**src/rtl/tube_pkg.sv**
```systemverilog
`default_nettype none
// ============================================================================
//  Module      : tube_pkg
//  Description : Shared constants for the single-clock Tube register block:
//                flag bit positions, register addresses, error-vector layout
//                and the value returned by a read of an empty FIFO.
//  Revision    : 1.0 - initial release
// ============================================================================
package tube_pkg;

    // Flag register bit positions (S is the set/clear selector, not stored)
    localparam int c_flag_q = 0;
    localparam int c_flag_i = 1;
    localparam int c_flag_j = 2;
    localparam int c_flag_m = 3;
    localparam int c_flag_v = 4;
    localparam int c_flag_p = 5;
    localparam int c_flag_t = 6;
    localparam int c_flag_s = 7;

    // Register map: even addresses are status, odd addresses are data
    localparam logic [2:0] c_addr_stat1 = 3'd0;
    localparam logic [2:0] c_addr_data1 = 3'd1;
    localparam logic [2:0] c_addr_stat2 = 3'd2;
    localparam logic [2:0] c_addr_data2 = 3'd3;
    localparam logic [2:0] c_addr_stat3 = 3'd4;
    localparam logic [2:0] c_addr_data3 = 3'd5;
    localparam logic [2:0] c_addr_stat4 = 3'd6;
    localparam logic [2:0] c_addr_data4 = 3'd7;

    // Error vector: host-side errors in the low nibble, parasite-side above
    localparam int c_err_host_lsb = 0;
    localparam int c_err_para_lsb = 4;

    // Data returned when popping an empty FIFO
    localparam logic [7:0] c_rd_empty = 8'hFF;

    // Clamp an occupancy to the six status bits
    function automatic logic [5:0] sat6(input int unsigned v);
        return (v > 32'd63) ? 6'h3F : v[5:0];
    endfunction

endpackage : tube_pkg
`default_nettype wire

```
**src/rtl/tube_sync_fifo.sv**
```systemverilog
`default_nettype none
// ============================================================================
//  Module      : tube_sync_fifo
//  Description : Circular-buffer byte FIFO with registered occupancy count,
//                synchronous clear and a run-time capacity limit. Pointers
//                wrap at DEPTH, so non-power-of-two depths are supported.
//  Revision    : 1.0 - initial release
// ============================================================================
module tube_sync_fifo #(
    parameter  int DEPTH = 1,
    parameter  int WIDTH = 8,
    localparam int CW    = $clog2(DEPTH + 1),
    localparam int PW    = (DEPTH > 1) ? $clog2(DEPTH) : 1
) (
    input  logic             clk,
    input  logic             rst_b,
    input  logic             clr,
    input  logic [CW-1:0]    cap,
    input  logic             push,
    input  logic             pop,
    input  logic [WIDTH-1:0] din,
    output logic [WIDTH-1:0] dout,
    output logic             empty,
    output logic             full,
    output logic [CW-1:0]    count
);

    logic [WIDTH-1:0] r_mem [DEPTH];
    logic [PW-1:0]    r_wr;
    logic [PW-1:0]    r_rd;
    logic [CW-1:0]    r_count;
    logic             w_do_push;
    logic             w_do_pop;

    // Full compares against the live capacity, so shrinking the capacity
    // below the stored occupancy keeps the data and simply blocks writes.
    assign empty     = (r_count == '0);
    assign full      = (r_count >= cap);
    assign count     = r_count;
    assign dout      = r_mem[r_rd];
    assign w_do_push = push & ~full;
    assign w_do_pop  = pop & ~empty;

    function automatic logic [PW-1:0] next_ptr(input logic [PW-1:0] p);
        return (p == PW'(DEPTH - 1)) ? '0 : p + PW'(1);
    endfunction

    // Pointer and occupancy state; clear empties the FIFO and overrides traffic
    always_ff @(posedge clk or negedge rst_b) begin
        if (!rst_b) begin
            r_wr    <= '0;
            r_rd    <= '0;
            r_count <= '0;
        end else if (clr) begin
            r_wr    <= '0;
            r_rd    <= '0;
            r_count <= '0;
        end else begin
            if (w_do_push) r_wr <= next_ptr(r_wr);
            if (w_do_pop)  r_rd <= next_ptr(r_rd);
            case ({w_do_push, w_do_pop})
                2'b10:   r_count <= r_count + CW'(1);
                2'b01:   r_count <= r_count - CW'(1);
                default: r_count <= r_count;
            endcase
        end
    end

    // Storage array; contents are don't-care while the count says empty
    always_ff @(posedge clk) begin
        if (w_do_push && !clr) r_mem[r_wr] <= din;
    end

endmodule : tube_sync_fifo
`default_nettype wire

```
**src/rtl/tube_sync.sv**
```systemverilog
`default_nettype none
// ============================================================================
//  Module      : tube_sync
//  Description : Single-clock Tube register block. Host and parasite buses,
//                each qualified by its own cycle enable on the common phi2,
//                exchange bytes through four bidirectional FIFO channels.
//                Adds occupancy readback and sticky overflow/underflow flags.
//  Revision    : 1.0 - initial release
// ============================================================================
module tube_sync
    import tube_pkg::*;
#(
    parameter int R1_PH_DEPTH = 24,
    parameter int DEPTH       = 1,
    parameter int R3_DEPTH    = 2,
    parameter int COUNT_EN    = 1
) (
    input  logic       phi2,
    input  logic       rst_b,
    input  logic       h_en,
    input  logic       h_cs_b,
    input  logic [2:0] h_addr,
    input  logic       h_rdnw,
    input  logic [7:0] h_data_in,
    output logic [7:0] h_data_out,
    output logic       h_irq_b,
    input  logic       p_en,
    input  logic       p_cs_b,
    input  logic [2:0] p_addr,
    input  logic       p_rdnw,
    input  logic [7:0] p_data_in,
    output logic [7:0] p_data_out,
    output logic       p_rst_b,
    output logic       p_nmi_b,
    output logic       p_irq_b,
    output logic [7:0] err
);

    logic       w_h_acc, w_p_acc;
    logic [1:0] w_h_ch, w_p_ch;
    logic [3:0] w_h_push, w_h_pop, w_p_push, w_p_pop;
    logic [3:0] w_ph_empty, w_ph_full, w_hp_empty, w_hp_full;
    logic [7:0] w_ph_dout [4];
    logic [7:0] w_hp_dout [4];
    logic [5:0] w_ph_occ  [4];
    logic [5:0] w_hp_occ  [4];
    logic [7:0] w_err_set;
    logic       w_flag_wr, w_soft, w_n_term;
    logic [6:0] r_flags;
    logic [5:0] r_pflags;
    logic [7:0] r_err;

    assign w_h_acc = h_en & ~h_cs_b;
    assign w_p_acc = p_en & ~p_cs_b;
    assign w_h_ch  = h_addr[2:1];
    assign w_p_ch  = p_addr[2:1];

    // Only the host may write the flags; parasite writes to addr 0 are dropped
    assign w_flag_wr = w_h_acc & ~h_rdnw & (h_addr == c_addr_stat1);

    // Soft reset also fires on the write that sets T so the FIFOs read
    // empty from the very next cycle rather than one cycle later.
    assign w_soft = r_flags[c_flag_t]
                  | (w_flag_wr & h_data_in[c_flag_s] & h_data_in[c_flag_t]);

    // Decode data-register accesses into per-channel push/pop strobes
    always_comb begin
        w_h_push = '0;
        w_h_pop  = '0;
        w_p_push = '0;
        w_p_pop  = '0;
        for (int k = 0; k < 4; k++) begin
            w_h_push[k] = w_h_acc & ~h_rdnw & h_addr[0] & (w_h_ch == 2'(k));
            w_h_pop[k]  = w_h_acc &  h_rdnw & h_addr[0] & (w_h_ch == 2'(k));
            w_p_push[k] = w_p_acc & ~p_rdnw & p_addr[0] & (w_p_ch == 2'(k));
            w_p_pop[k]  = w_p_acc &  p_rdnw & p_addr[0] & (w_p_ch == 2'(k));
        end
    end

    // One FIFO per direction per channel; channel 3 capacity follows V
    for (genvar k = 0; k < 4; k++) begin : g_ch
        localparam int PH_D  = (k == 0) ? R1_PH_DEPTH : ((k == 2) ? R3_DEPTH : DEPTH);
        localparam int HP_D  = (k == 2) ? R3_DEPTH : DEPTH;
        localparam int PH_CW = $clog2(PH_D + 1);
        localparam int HP_CW = $clog2(HP_D + 1);

        logic [PH_CW-1:0] ph_cap, ph_cnt;
        logic [HP_CW-1:0] hp_cap, hp_cnt;

        if (k == 2) begin : g_vmode
            assign ph_cap = r_flags[c_flag_v] ? PH_CW'(R3_DEPTH) : PH_CW'(1);
            assign hp_cap = r_flags[c_flag_v] ? HP_CW'(R3_DEPTH) : HP_CW'(1);
        end else begin : g_fixed
            assign ph_cap = PH_CW'(PH_D);
            assign hp_cap = HP_CW'(HP_D);
        end

        tube_sync_fifo #(.DEPTH(PH_D), .WIDTH(8)) u_ph (
            .clk   (phi2),
            .rst_b (rst_b),
            .clr   (w_soft),
            .cap   (ph_cap),
            .push  (w_p_push[k]),
            .pop   (w_h_pop[k]),
            .din   (p_data_in),
            .dout  (w_ph_dout[k]),
            .empty (w_ph_empty[k]),
            .full  (w_ph_full[k]),
            .count (ph_cnt)
        );

        tube_sync_fifo #(.DEPTH(HP_D), .WIDTH(8)) u_hp (
            .clk   (phi2),
            .rst_b (rst_b),
            .clr   (w_soft),
            .cap   (hp_cap),
            .push  (w_h_push[k]),
            .pop   (w_p_pop[k]),
            .din   (h_data_in),
            .dout  (w_hp_dout[k]),
            .empty (w_hp_empty[k]),
            .full  (w_hp_full[k]),
            .count (hp_cnt)
        );

        assign w_ph_occ[k] = sat6(32'(ph_cnt));
        assign w_hp_occ[k] = sat6(32'(hp_cnt));
    end

    // Overflow (push when full) and underflow (pop when empty) per side
    always_comb begin
        w_err_set = '0;
        for (int k = 0; k < 4; k++) begin
            w_err_set[c_err_host_lsb + k] = (w_h_push[k] & w_hp_full[k])
                                          | (w_h_pop[k]  & w_ph_empty[k]);
            w_err_set[c_err_para_lsb + k] = (w_p_push[k] & w_ph_full[k])
                                          | (w_p_pop[k]  & w_hp_empty[k]);
        end
    end

    // Flag register, delayed parasite copy and sticky error vector
    always_ff @(posedge phi2 or negedge rst_b) begin
        if (!rst_b) begin
            r_flags  <= '0;
            r_pflags <= '0;
            r_err    <= '0;
        end else begin
            if (w_flag_wr) begin
                for (int n = 0; n < 7; n++) begin
                    if (h_data_in[n]) r_flags[n] <= h_data_in[c_flag_s];
                end
            end
            r_pflags <= r_flags[5:0];
            r_err    <= w_soft ? 8'h00 : (r_err | w_err_set);
        end
    end

    // Channel 3 parasite "attention" term shared by NMI and addr-4 status
    assign w_n_term = w_ph_empty[2]
                    | (w_hp_occ[2] >= (r_flags[c_flag_v] ? 6'd2 : 6'd1));

    // Host read mux: data pops the inbound FIFO, status reports its state
    always_comb begin
        h_data_out = c_rd_empty;
        if (h_addr[0]) begin
            h_data_out = w_ph_empty[w_h_ch] ? c_rd_empty : w_ph_dout[w_h_ch];
        end else begin
            h_data_out[7] = ~w_ph_empty[w_h_ch];
            h_data_out[6] = ~w_hp_full[w_h_ch];
            if (w_h_ch == 2'd0)
                h_data_out[5:0] = r_flags[5:0];
            else
                h_data_out[5:0] = (COUNT_EN != 0) ? w_ph_occ[w_h_ch] : 6'h3F;
        end
    end

    // Parasite read mux; flags come from the one-cycle-delayed copy
    always_comb begin
        p_data_out = c_rd_empty;
        if (p_addr[0]) begin
            p_data_out = w_hp_empty[w_p_ch] ? c_rd_empty : w_hp_dout[w_p_ch];
        end else begin
            p_data_out[7] = (w_p_ch == 2'd2) ? w_n_term : ~w_hp_empty[w_p_ch];
            p_data_out[6] = ~w_ph_full[w_p_ch];
            if (w_p_ch == 2'd0)
                p_data_out[5:0] = r_pflags;
            else
                p_data_out[5:0] = (COUNT_EN != 0) ? w_hp_occ[w_p_ch] : 6'h3F;
        end
    end

    assign h_irq_b = ~(r_flags[c_flag_q] & ~w_ph_empty[3]);
    assign p_irq_b = ~((r_flags[c_flag_i] & ~w_hp_empty[0])
                     | (r_flags[c_flag_j] & ~w_hp_empty[3]));
    assign p_nmi_b = ~(r_flags[c_flag_m] & w_n_term);
    assign p_rst_b = ~r_flags[c_flag_p] & rst_b;
    assign err     = r_err;

endmodule : tube_sync
`default_nettype wire

```
**config.mk**
```make
export PLATFORM = sky130hd
export DESIGN_NAME = tube_sync
export DESIGN_NICKNAME = d
export VERILOG_FILES = /design/src/rtl/tube_pkg.sv /design/src/rtl/tube_sync_fifo.sv /design/src/rtl/tube_sync.sv
export SDC_FILE = /design/constraint.sdc
export NUM_CORES = 1
export LEC_CHECK = 0
export CAP_MARGIN = 15
export CORE_ASPECT_RATIO = 1.4
export CORE_MARGIN = 10
export CORE_UTILIZATION = 30
export CTS_BUF_LIST = sky130_fd_sc_hd__clkbuf_8 sky130_fd_sc_hd__clkbuf_16
export DETAILED_ROUTE_END_ITERATION = 8
export MAX_ROUTING_LAYER = met4
export PLACE_DENSITY_LB_ADDON = 0.2
export SETUP_SLACK_MARGIN = 0.02
export SYNTH_ARGS = -nofsm -noshare
export SYNTH_HDL_FRONTEND = slang
export SYNTH_HIERARCHICAL = 1
export SYNTH_SLANG_ARGS = --single-unit
```
**constraint.sdc**
```tcl
create_clock -name phi2 -period 8.5 [get_ports phi2]
set_input_delay 1.7 -clock phi2 [delete_from_list [all_inputs] [get_ports phi2]]
set_output_delay 1.7 -clock phi2 [all_outputs]
set_load 0.05 [all_outputs]
```
Word-level counts from Yosys, hierarchy flattened
Memories as Yosys holds them, arrays and structs flattened.
Cells that the tools add are included.
{"block": "classes", "bitwise_logic": 108, "n_lt_le_gt_ge": 13, "n_eq_ne": 24, "reduce_logical": 36, "addsub": 22, "n_mux": 80}
{"operator": "$mux W8", "count": 9}
{"operator": "$and A1 B1 Y1", "count": 66}
{"operator": "$mux W1", "count": 38}
{"operator": "$mux W6", "count": 6}
{"operator": "$mux W5", "count": 7}
{"operator": "$bmux W8 S2", "count": 2}
{"operator": "$not A1 Y1", "count": 28}
{"operator": "$bmux W6 S2", "count": 2}
{"operator": "$eq A2 B2 Y1 const B", "count": 12}
{"operator": "$reduce_bool A3 Y1", "count": 8}
{"operator": "$eq A2 B1 Y1 const B", "count": 10}
{"operator": "$add A5 B1 Y5 const B", "count": 3}
{"operator": "$reduce_and A2 Y1", "count": 7}
{"operator": "$reduce_bool A2 Y1", "count": 6}
{"operator": "$or A1 B1 Y1", "count": 11}
{"operator": "$eq A5 B5 Y1 const B", "count": 2}
{"operator": "$pmux W1 S2", "count": 5}
{"operator": "$pmux W5 S2", "count": 1}
{"operator": "$add A1 B1 Y1 const B", "count": 9}
{"operator": "$bmux W1 S2", "count": 4}
{"operator": "$logic_and A1 B1 Y1", "count": 8}
{"operator": "$logic_not A2 Y1", "count": 4}
{"operator": "$mux W2", "count": 4}
{"operator": "$or A8 B8 Y8", "count": 1}
{"operator": "14 further kinds", "count": 30}
{"block": "word_totals", "mem_bits_rw": 264, "n_memories": 8, "inputBits": 30, "wordCells": 314, "reg_bits": 49, "out_inout_bits": 28}
{"memory": "g_ch[0].u_ph.r_mem", "depth": 24, "width": 8, "rd": 1, "rd_clocked_by_memory_dff": 0, "wr": 1, "line": "tube_sync_fifo.sv:28", "text": "logic [WIDTH-1:0] r_mem [DEPTH];"}
{"memory": "g_ch[2].u_hp.r_mem", "depth": 2, "width": 8, "rd": 1, "rd_clocked_by_memory_dff": 0, "wr": 1, "line": "tube_sync_fifo.sv:28"}
{"memory": "g_ch[2].u_ph.r_mem", "depth": 2, "width": 8, "rd": 1, "rd_clocked_by_memory_dff": 0, "wr": 1, "line": "tube_sync_fifo.sv:28"}
{"memory": "g_ch[0].u_hp.r_mem", "depth": 1, "width": 8, "rd": 1, "rd_clocked_by_memory_dff": 0, "wr": 1, "line": "tube_sync_fifo.sv:28"}
{"memory": "g_ch[1].u_hp.r_mem", "depth": 1, "width": 8, "rd": 1, "rd_clocked_by_memory_dff": 0, "wr": 1, "line": "tube_sync_fifo.sv:28"}
{"memory": "g_ch[1].u_ph.r_mem", "depth": 1, "width": 8, "rd": 1, "rd_clocked_by_memory_dff": 0, "wr": 1, "line": "tube_sync_fifo.sv:28"}
{"memory": "+2 memories"}

Depth between registers and ports, before layout
Gate-level depths: netlist of run 1.
{"block": "logic_depth", "depth_word": 11, "depth_mapped": 13}

By module
Netlist of run 1, hierarchy kept.
{"module": "tube_sync_fifo (g_ch[0].u_ph)", "area_per_inst_um2": 8628.3, "n_inst": 1, "seq_area_each_um2": 6140.9, "cells_per_inst": 489}
{"module": "tube_sync", "area_per_inst_um2": 1959.4, "n_inst": 1, "seq_area_each_um2": 525.5, "cells_per_inst": 196}
{"module": "tube_sync_fifo (g_ch[0].u_hp ...)", "area_per_inst_um2": 299.0, "n_inst": 5, "seq_area_each_um2": 265.3, "cells_per_inst": 14}
{"module": "tube_sync_fifo (g_ch[2].u_hp)", "area_per_inst_um2": 879.6, "n_inst": 1, "seq_area_each_um2": 580.6, "cells_per_inst": 55}
{"module": "tube_sync_fifo (g_ch[2].u_ph)", "area_per_inst_um2": 872.1, "n_inst": 1, "seq_area_each_um2": 580.6, "cells_per_inst": 54}

Worst setup path before layout of run 1
Ideal clock, no wire load.
{"block": "synth_timing", "path_kind": "input port to output port", "start": "in p_addr[1]", "end": "out p_data_out[7]", "t_arrival_ns": 3.642, "required_ns": 6.800, "path_buffers": 0, "stages": 3, "path_slack_ns": 3.158, "path_cell_list": "mux4_2 -> and2_1 -> o31ai_1"}
{"block": "synth_via", "elab_chain_len": 6, "elab_cells_between_ends": 11, "cone_classes": "eq/ne: 1; mux: 8; bitwise: 2"}
{"element": "start, declared", "line": "tube_sync.sv:29", "text": "input logic [2:0] p_addr,"}
{"element": "$not A2 Y3 (not written as such)", "line": "tube_sync.sv:181", "text": "p_data_out = w_hp_empty[w_p_ch] ? c_rd_empty : w_hp_dout[w_p_ch];"}
{"element": "$bmux W8 S2", "line": "tube_sync.sv:181"}
{"element": "$mux W8 (not written as such) (2 in a row)", "line": "tube_sync.sv:181"}
{"element": "$mux W8", "line": "tube_sync.sv:181"}
{"element": "$mux W8 (*)", "line": "tube_sync.sv:180", "text": "if (p_addr[0]) begin"}
{"element": "end, declared", "line": "tube_sync.sv:32", "text": "output logic [7:0] p_data_out,"}
Mark *: on every way between the ends. The rest lies on a longest branch, timed or not. The select of a mux whose other input is x is not followed.

Worst setup path after layout of run 1
Ends and elaborated chain as after synthesis.

==> impl_results.md, run 1 <==
- Combined area of all synthesized cells: 13800 µm²
- Synth-to-Final Area Change: 17.4%
- Fill count: 4437
- Number of distinct library cell variants in the gate-level netlist after synthesis: 78
- WP data arrival: 4.86 ns
- Cells traversed along the worst timing path: clkdlybuf4s50_1, mux4_2, and2_1, o31ai_1, clkdlybuf4s50_1
- I/O pin count: 58
- Drt via density: 4.76
- Global-route usage over all layers: 12.5%
- Fin. Hold Viols: 0
- Max Clk Rate: 0.152 GHz
- Clock latency of the later-clocked register in the worst-skew pair: 0.57 ns
- Min cycle time layout: 6.56 ns
- Setup fix buffers added after clock tree synthesis: 0
- Share of the clock period used by the worst path: 77.2%
- Max-slew violation count: 0
- Leftover overflow at the end of global routing: 0
- DR DRC count: 0
- Worst Path Max Fanout: 21
- Routed wirelength normalized by instance count: 21.4 µm
- Number of nets in the finished design: 995
- Global-route wire length before repair: 51.3 mm
- Routing layer with the top usage in global route: met2
- Critical Path Sink Type: primary output
- Max_slew headroom: 25.2%
- Pin count of the biggest net entering global routing: 44
- Setup repair after global routing missed its margin: false
- CP max stage cell: clkdlybuf4s50_1
- Clock tree root buffer cell: clkbuf_16
- Total iterations of the first detailed-routing run: 4
- H-tree depth reported by CTS: 1
- Total clock buffers created by CTS: 31
- Deepest clock path buffer count: 3
- Die Footprint: 55200 µm²
- Number of design-rule violations left by the first detailed-router iteration: 418
- Antenna Diode Count: 0
- GR met1 Demand/Resource: 13.8%
- Depth of the most critical reg-to-reg path: 10
- Layout Utilization: 35.4%
- Synth Instances: 864
- Crit start category: input pin
- FF+latch count, synth: 313
- Result of the run: completed
- Count of yosys warnings during synthesis: 6
- Global-route track usage on met2: 22.7%
- Required @ worst endpoint: 6.80 ns
- GR Util met3: 1.93%
- Die X: 201 µm
- Sum of routed wire length over all layers: 34.0 mm
- Max VDD drop: 0.152 mV
- Clock slew at reported path FFs: 0.07 ns
- Fin Hold WS: 0.452 ns
- Pwr dens: 224 nW/µm²
- Number of synthesized flops with an enable pin: 264
- Effective utilization at floorplan: 30.2%
- Stage delay of the slowest cell on the critical path: 1.14 ns
- Worst hold path stage count: 0
- Number of routed nets with antenna violations: 0
- DR vias: 7544
- Static leakage power: 5.42 nW
- Count of input and output buffers: 57
- Vert. Die Dim: 274 µm
- Std-Cell Rows: 93
- Quantity of hold-fixing buffers added after cts: 0
- Sequential-to-total area share from yosys stat: 66.2%
- Worst setup path class: input pin to primary output
- Tightest Pin Transition: 1.12 ns
- Share of layout cells above drive strength 1: 18.7%
- Antenna violations before repair: 0
- Crit path top cell by count: clkdlybuf4s50_1
- Number of global-route vias before repair: 7903
- CORE AREA: 45800 µm²
- Worst clock skew on the final layout: 0.0139 ns
- TritonCTS clock tree: built
- Max-cap violations: 0
- Path class of the lowest-slack min-delay path: register to register
- Number of setup violations in the final report: 0
- Clock sink total: 313
- Flip-flop cell with the highest count after synthesis: edfxtp_1
- Async set-or-reset flop fraction in the synthesized netlist: 15.7%
- Setup TNS: 0 ns
- Resized Gates After CTS: 0
- Post-detail-place hpwl: 23.7 mm
- Gpl congestion: 0.797
- Synthesized area divided by synthesized cell count: 16.0 µm²
[cell usage in the layout (no fill, tap or decap), types with 10 or more instances in the layout]
master	count
edfxtp_1	264
nor2_1	66
mux4_2	56
clkdlybuf4s50_1	56
dfrtp_1	47
mux2_2	38
inv_1	35
a21oi_1	32
clkbuf_16	31
nand2_1	29
nor3_1	25
mux2i_1	20
ha_1	19
nand3_1	18
o21ai_0	16
mux2_1	16
conb_1	15
nand2b_1	10
[cell families (layout without fill, tap and decap cells)]
group | Yosys count | count (layout) | share of synthesized area (%)
flops | 313 | 313 | 66.2
mux | 130 | 130 | 15.0
simple gates | 207 | 207 | 8.47
buf+inv | 71 | 161 | 2.30
fa+ha+maj | 20 | 20 | 1.86
compound gates | 110 | 110 | 5.50
xor+xnor | 11 | 11 | 0.696
other cells | 2 | 15 | 0.0543
[sequential cells by signal, indices dropped and copies added (netlist names)]
register and cells:
r_flags 7, g_ch.u_hp/r_rd 1, g_ch.u_ph/r_wr 6, g_ch.u_ph/r_rd 6, g_ch.u_ph/count 9, r_pflags 6, g_ch.u_hp/r_wr 1, g_ch.u_ph/r_mem 224
g_ch.u_hp/count 5, err 8, g_ch.u_hp/r_mem 40
[where the power goes]
| part | leakage [nW] | internal [mW] | switching, mW |
|---|---|---|---|
| sequential | 3.03 | 1.70 | 0.0495 |
| clock | 0.515 | 0.845 | 0.585 |
| combinational | 1.87 | 0.206 | 0.265 |
| total | 5.42 | 2.75 | 0.899 |
[path summary, 6_finish.rpt]
kind,startpoint,endpoint,slack (ns)
worst max-delay path,p_addr[1],p_data_out[7],1.94
worst min-delay path,r_flags[5],r_pflags[5],0.45
max in group asynchronous,rst_b,g_ch[0].u_ph/r_rd[0],6.52
min in group asynchronous,rst_b,g_ch[3].u_hp/count,1.01
worst min register to register,r_flags[5],r_pflags[5],0.45
worst max register to register,g_ch[0].u_ph/count[2],g_ch[0].u_ph/count[4],5.22
[metrics by stage]
step	worst slack, ns	power (mW)	cells	instance area, µm²
finish	1.94	3.65	1584	16200
global route	1.75	3.79	1584	16200
CTS	1.90	3.70	1580	16200
detailed placement	1.90	2.25	1525	15100
global placement	1.91	2.25	1525	15100
floorplan	3.16	2.08	877	13900
[final cells by class]
cell class              count  area, µm²  area share, %
repair buffers             70        706           4.34
clock buffers              31        776           4.78
well taps                 617        772           4.75
flip-flops and latches    313       9160           56.4
multi-input cells         493       4410           27.2
clock inverters            24        284           1.75
inverters                  36        135          0.832
[Yosys cell counts, drive strengths merged, types with 3 or more instances]
| library cell | count | area share (%) |
|---|---|---|
| or2 | 5 | 0.23 |
| xnor2 | 7 | 0.44 |
| nand3 | 18 | 0.65 |
| a31oi | 4 | 0.18 |
| and4bb | 6 | 0.54 |
| nor4b | 3 | 0.30 |
| o21ai | 22 | 0.88 |
| and2 | 3 | 0.14 |
| a21oi | 34 | 1.4 |
| nand2b | 14 | 0.85 |
| a21o | 4 | 0.23 |
| a2bb2oi | 4 | 0.25 |
| mux2 | 54 | 4.4 |
| nand2 | 29 | 0.79 |
| o31ai | 3 | 0.16 |
| ha | 19 | 1.7 |
| nor2 | 66 | 1.8 |
| dfrtp | 49 | 8.9 |
| xor2 | 4 | 0.25 |
| a221o | 7 | 0.51 |
| inv | 35 | 0.95 |
| clkbuf | 12 | 0.33 |
| nor2b | 6 | 0.33 |
| o21bai | 7 | 0.38 |
| buf | 23 | 0.99 |
| mux4 | 56 | 9.1 |
| nand4 | 3 | 0.14 |
| o22ai | 8 | 0.36 |
| nor3 | 27 | 1.1 |
| mux2i | 20 | 1.4 |
| o31a | 4 | 0.25 |
| edfxtp | 264 | 57 |
| nand3b | 4 | 0.22 |
| nor3b | 7 | 0.38 |
[worst max-delay path, delay by kind of cell]
kind / cells / cell delay, ns
AND/OR/NAND/NOR: 1 / 0.21
buffers and inverters: 2 / 1.99
AO/OA/AOI/OAI: 1 / 0.24
multiplexers: 1 / 0.73
[layer usage]
metal | wire length [µm] | up-vias
li1 | - | 3512
met1 | 13700 | 3837
met2 | 18100 | 145
met3 | 1280 | 50
met4 | 898 | 0
met5 | 0 | -
Note: power is estimated with default switching activity, not from simulation.
==> run 2: changes to the inputs <==
clock period = 6.85 ns   (was 8.5 ns; I/O delays follow)
==> impl_results.md, run 2 (same netlist as run 1, synthesis figures left out) <==
- Result of the run: completed
- Depth of the most critical reg-to-reg path: 10
- TritonCTS clock tree: built
- Storage element area: 9160 µm²
- Total clock buffers created by CTS: 35
- Antenna violations before repair: 0
- I/O pin count: 58
- Total iterations of the first detailed-routing run: 4
- Clock latency of the later-clocked register in the worst-skew pair: 0.52 ns
- Die X: 201 µm
- Max-cap violations: 0
- Count of input and output buffers: 57
- Number of nets in the finished design: 1003
- Clock tree root buffer cell: clkbuf_16
- Fin. Hold Viols: 0
- Clock sink total: 313
- Tightest Pin Transition: 1.11 ns
- Number of global-route vias before repair: 7946
- Share of layout cells above drive strength 1: 19.5%
- Quantity of hold-fixing buffers added after cts: 0
- Number of flip-flops in the largest register: 224
- Path class of the lowest-slack min-delay path: register to register
- Worst setup path startpoint: g_ch[0].u_ph/r_rd[0]
- Endpoint of the worst-slack reg-to-reg timing path: g_ch[0].u_ph/count[4]
- Layout Utilization: 35.9%
- Worst setup path class: register to primary output
- Clock slew at reported path FFs: 0.06 ns
- Number of setup violations in the final report: 0
- Synth-to-Final Area Change: 18.8%
- Die Footprint: 55200 µm²
- Most frequent standard cell in the layout excluding fill and tap cells: edfxtp_1
- DR DRC count: 0
- Fill count: 4416
- Total area of multi-input combinational cells: 4420 µm²
- WP data arrival: 4.49 ns
- Max-slew violation count: 0
- Setup repair after global routing missed its margin: false
- Global-route usage over all layers: 12.7%
- Setup TNS: 0 ns
- Vert. Die Dim: 274 µm
- Internal reg-to-reg setup slack: 3.57 ns
- Overall power after layout: 4.70 mW
- Number of routed nets with antenna violations: 0
- Gpl congestion: 0.807
- Drt via density: 4.71
- Effective utilization at floorplan: 30.2%
- Global-route wire length before repair: 51.8 mm
- Static leakage power: 5.52 nW
- Deepest clock path buffer count: 3
- DR vias: 7514
- Critical Path Sink Type: primary output
- Post-detail-place hpwl: 23.3 mm
- Worst R2R Start: g_ch[0].u_ph/count[2]
- Most frequent cells in the layout: 264 x edfxtp_1, 66 x nor2_1, 56 x mux4_2, 56 x clkdlybuf4s50_1, 46 x dfrtp_1
- Worst clock skew on the final layout: 0.0114 ns
- Required @ worst endpoint: 5.48 ns
- Antenna Diode Count: 0
- Sum of routed wire length over all layers: 34.1 mm
- Max_slew headroom: 25.6%
- Crit start category: register
- Std-Cell Rows: 93
- CORE AREA: 45800 µm²
- Pin count of the biggest net entering global routing: 50
- Min cycle time layout: 5.86 ns
- Setup fix buffers added after clock tree synthesis: 0
- Hold path start: r_flags[5]
- H-tree depth reported by CTS: 2
- Worst Hold Path EP: r_pflags[5]
- Pwr dens: 286 nW/µm²
- Routed wirelength normalized by instance count: 21.4 µm
- Worst hold path stage count: 0
- Max Clk Rate: 0.171 GHz
- Leftover overflow at the end of global routing: 0
- Number of design-rule violations left by the first detailed-router iteration: 526
- Share of the clock period used by the worst path: 85.5%
- Resized Gates After CTS: 0
- Max VDD drop: 0.164 mV
- Largest register by flop count: g_ch.u_ph/r_mem
- Worst Path Max Fanout: 42
-- run 2: where the power goes --
part	total [mW]	internal [mW]	switching [mW]	leakage, nW
sequential	2.18	2.10	0.0717	3.03
clock	1.94	1.17	0.771	0.589
combinational	0.578	0.261	0.317	1.90
total	4.70	3.54	1.16	5.52
-- run 2: layer usage --
metal	vias to the layer above	share of wire [%]	GRT usage, %
li1	3532	-	-
met1	3783	41	14.5
met2	144	52	22.0
met3	55	3.4	2.09
met4	0	3.2	4.72
met5	-	0	-
-- run 2: critical path: stages (launching register included) --
cell             delay (ns)
dfrtp_4                0.97
buf_4                  0.42
mux2i_1                0.22
o21ai_0                0.13
o22ai_1                0.23
nor3_1                 0.11
a221o_1                0.35
mux4_2                 0.46
nor3_1                 0.27
nor2_1                 0.08
clkdlybuf4s50_1        0.71
-- run 2: layout make-up --
type,instances,area share [%]
flip-flops and latches,313,55.7
multi-input cells,493,26.9
clock buffers,35,5.33
well taps,617,4.70
repair buffers,74,4.67
clock inverters,26,1.89
inverters,36,0.822
-- run 2: how the worst max path moves through the flow --
| stage | endpoint | depth (start not counted) | slack, ns |
|---|---|---|---|
| after detailed placement | h_data_out[5] | 6 | 1.32 |
| after global placement | h_data_out[5] | 6 | 1.31 |
| after global routing | h_data_out[5] | 9 | 0.74 |
| after CTS | h_data_out[3] | 10 | 0.85 |
| after floorplan | p_data_out[7] | 3 | 2.17 |
| final | h_data_out[3] | 10 | 0.99 |
-- run 2: stage by stage --
stage	instance area [µm²]	hold slack, ns	std cells	setup slack (ns)
floorplan	13900	0.387	877	2.17
global placement	15200	0.416	1528	1.31
detailed placement	15200	0.428	1528	1.32
finish	16400	0.447	1594	0.992
CTS	16300	0.443	1589	0.848
global route	16400	0.469	1594	0.744
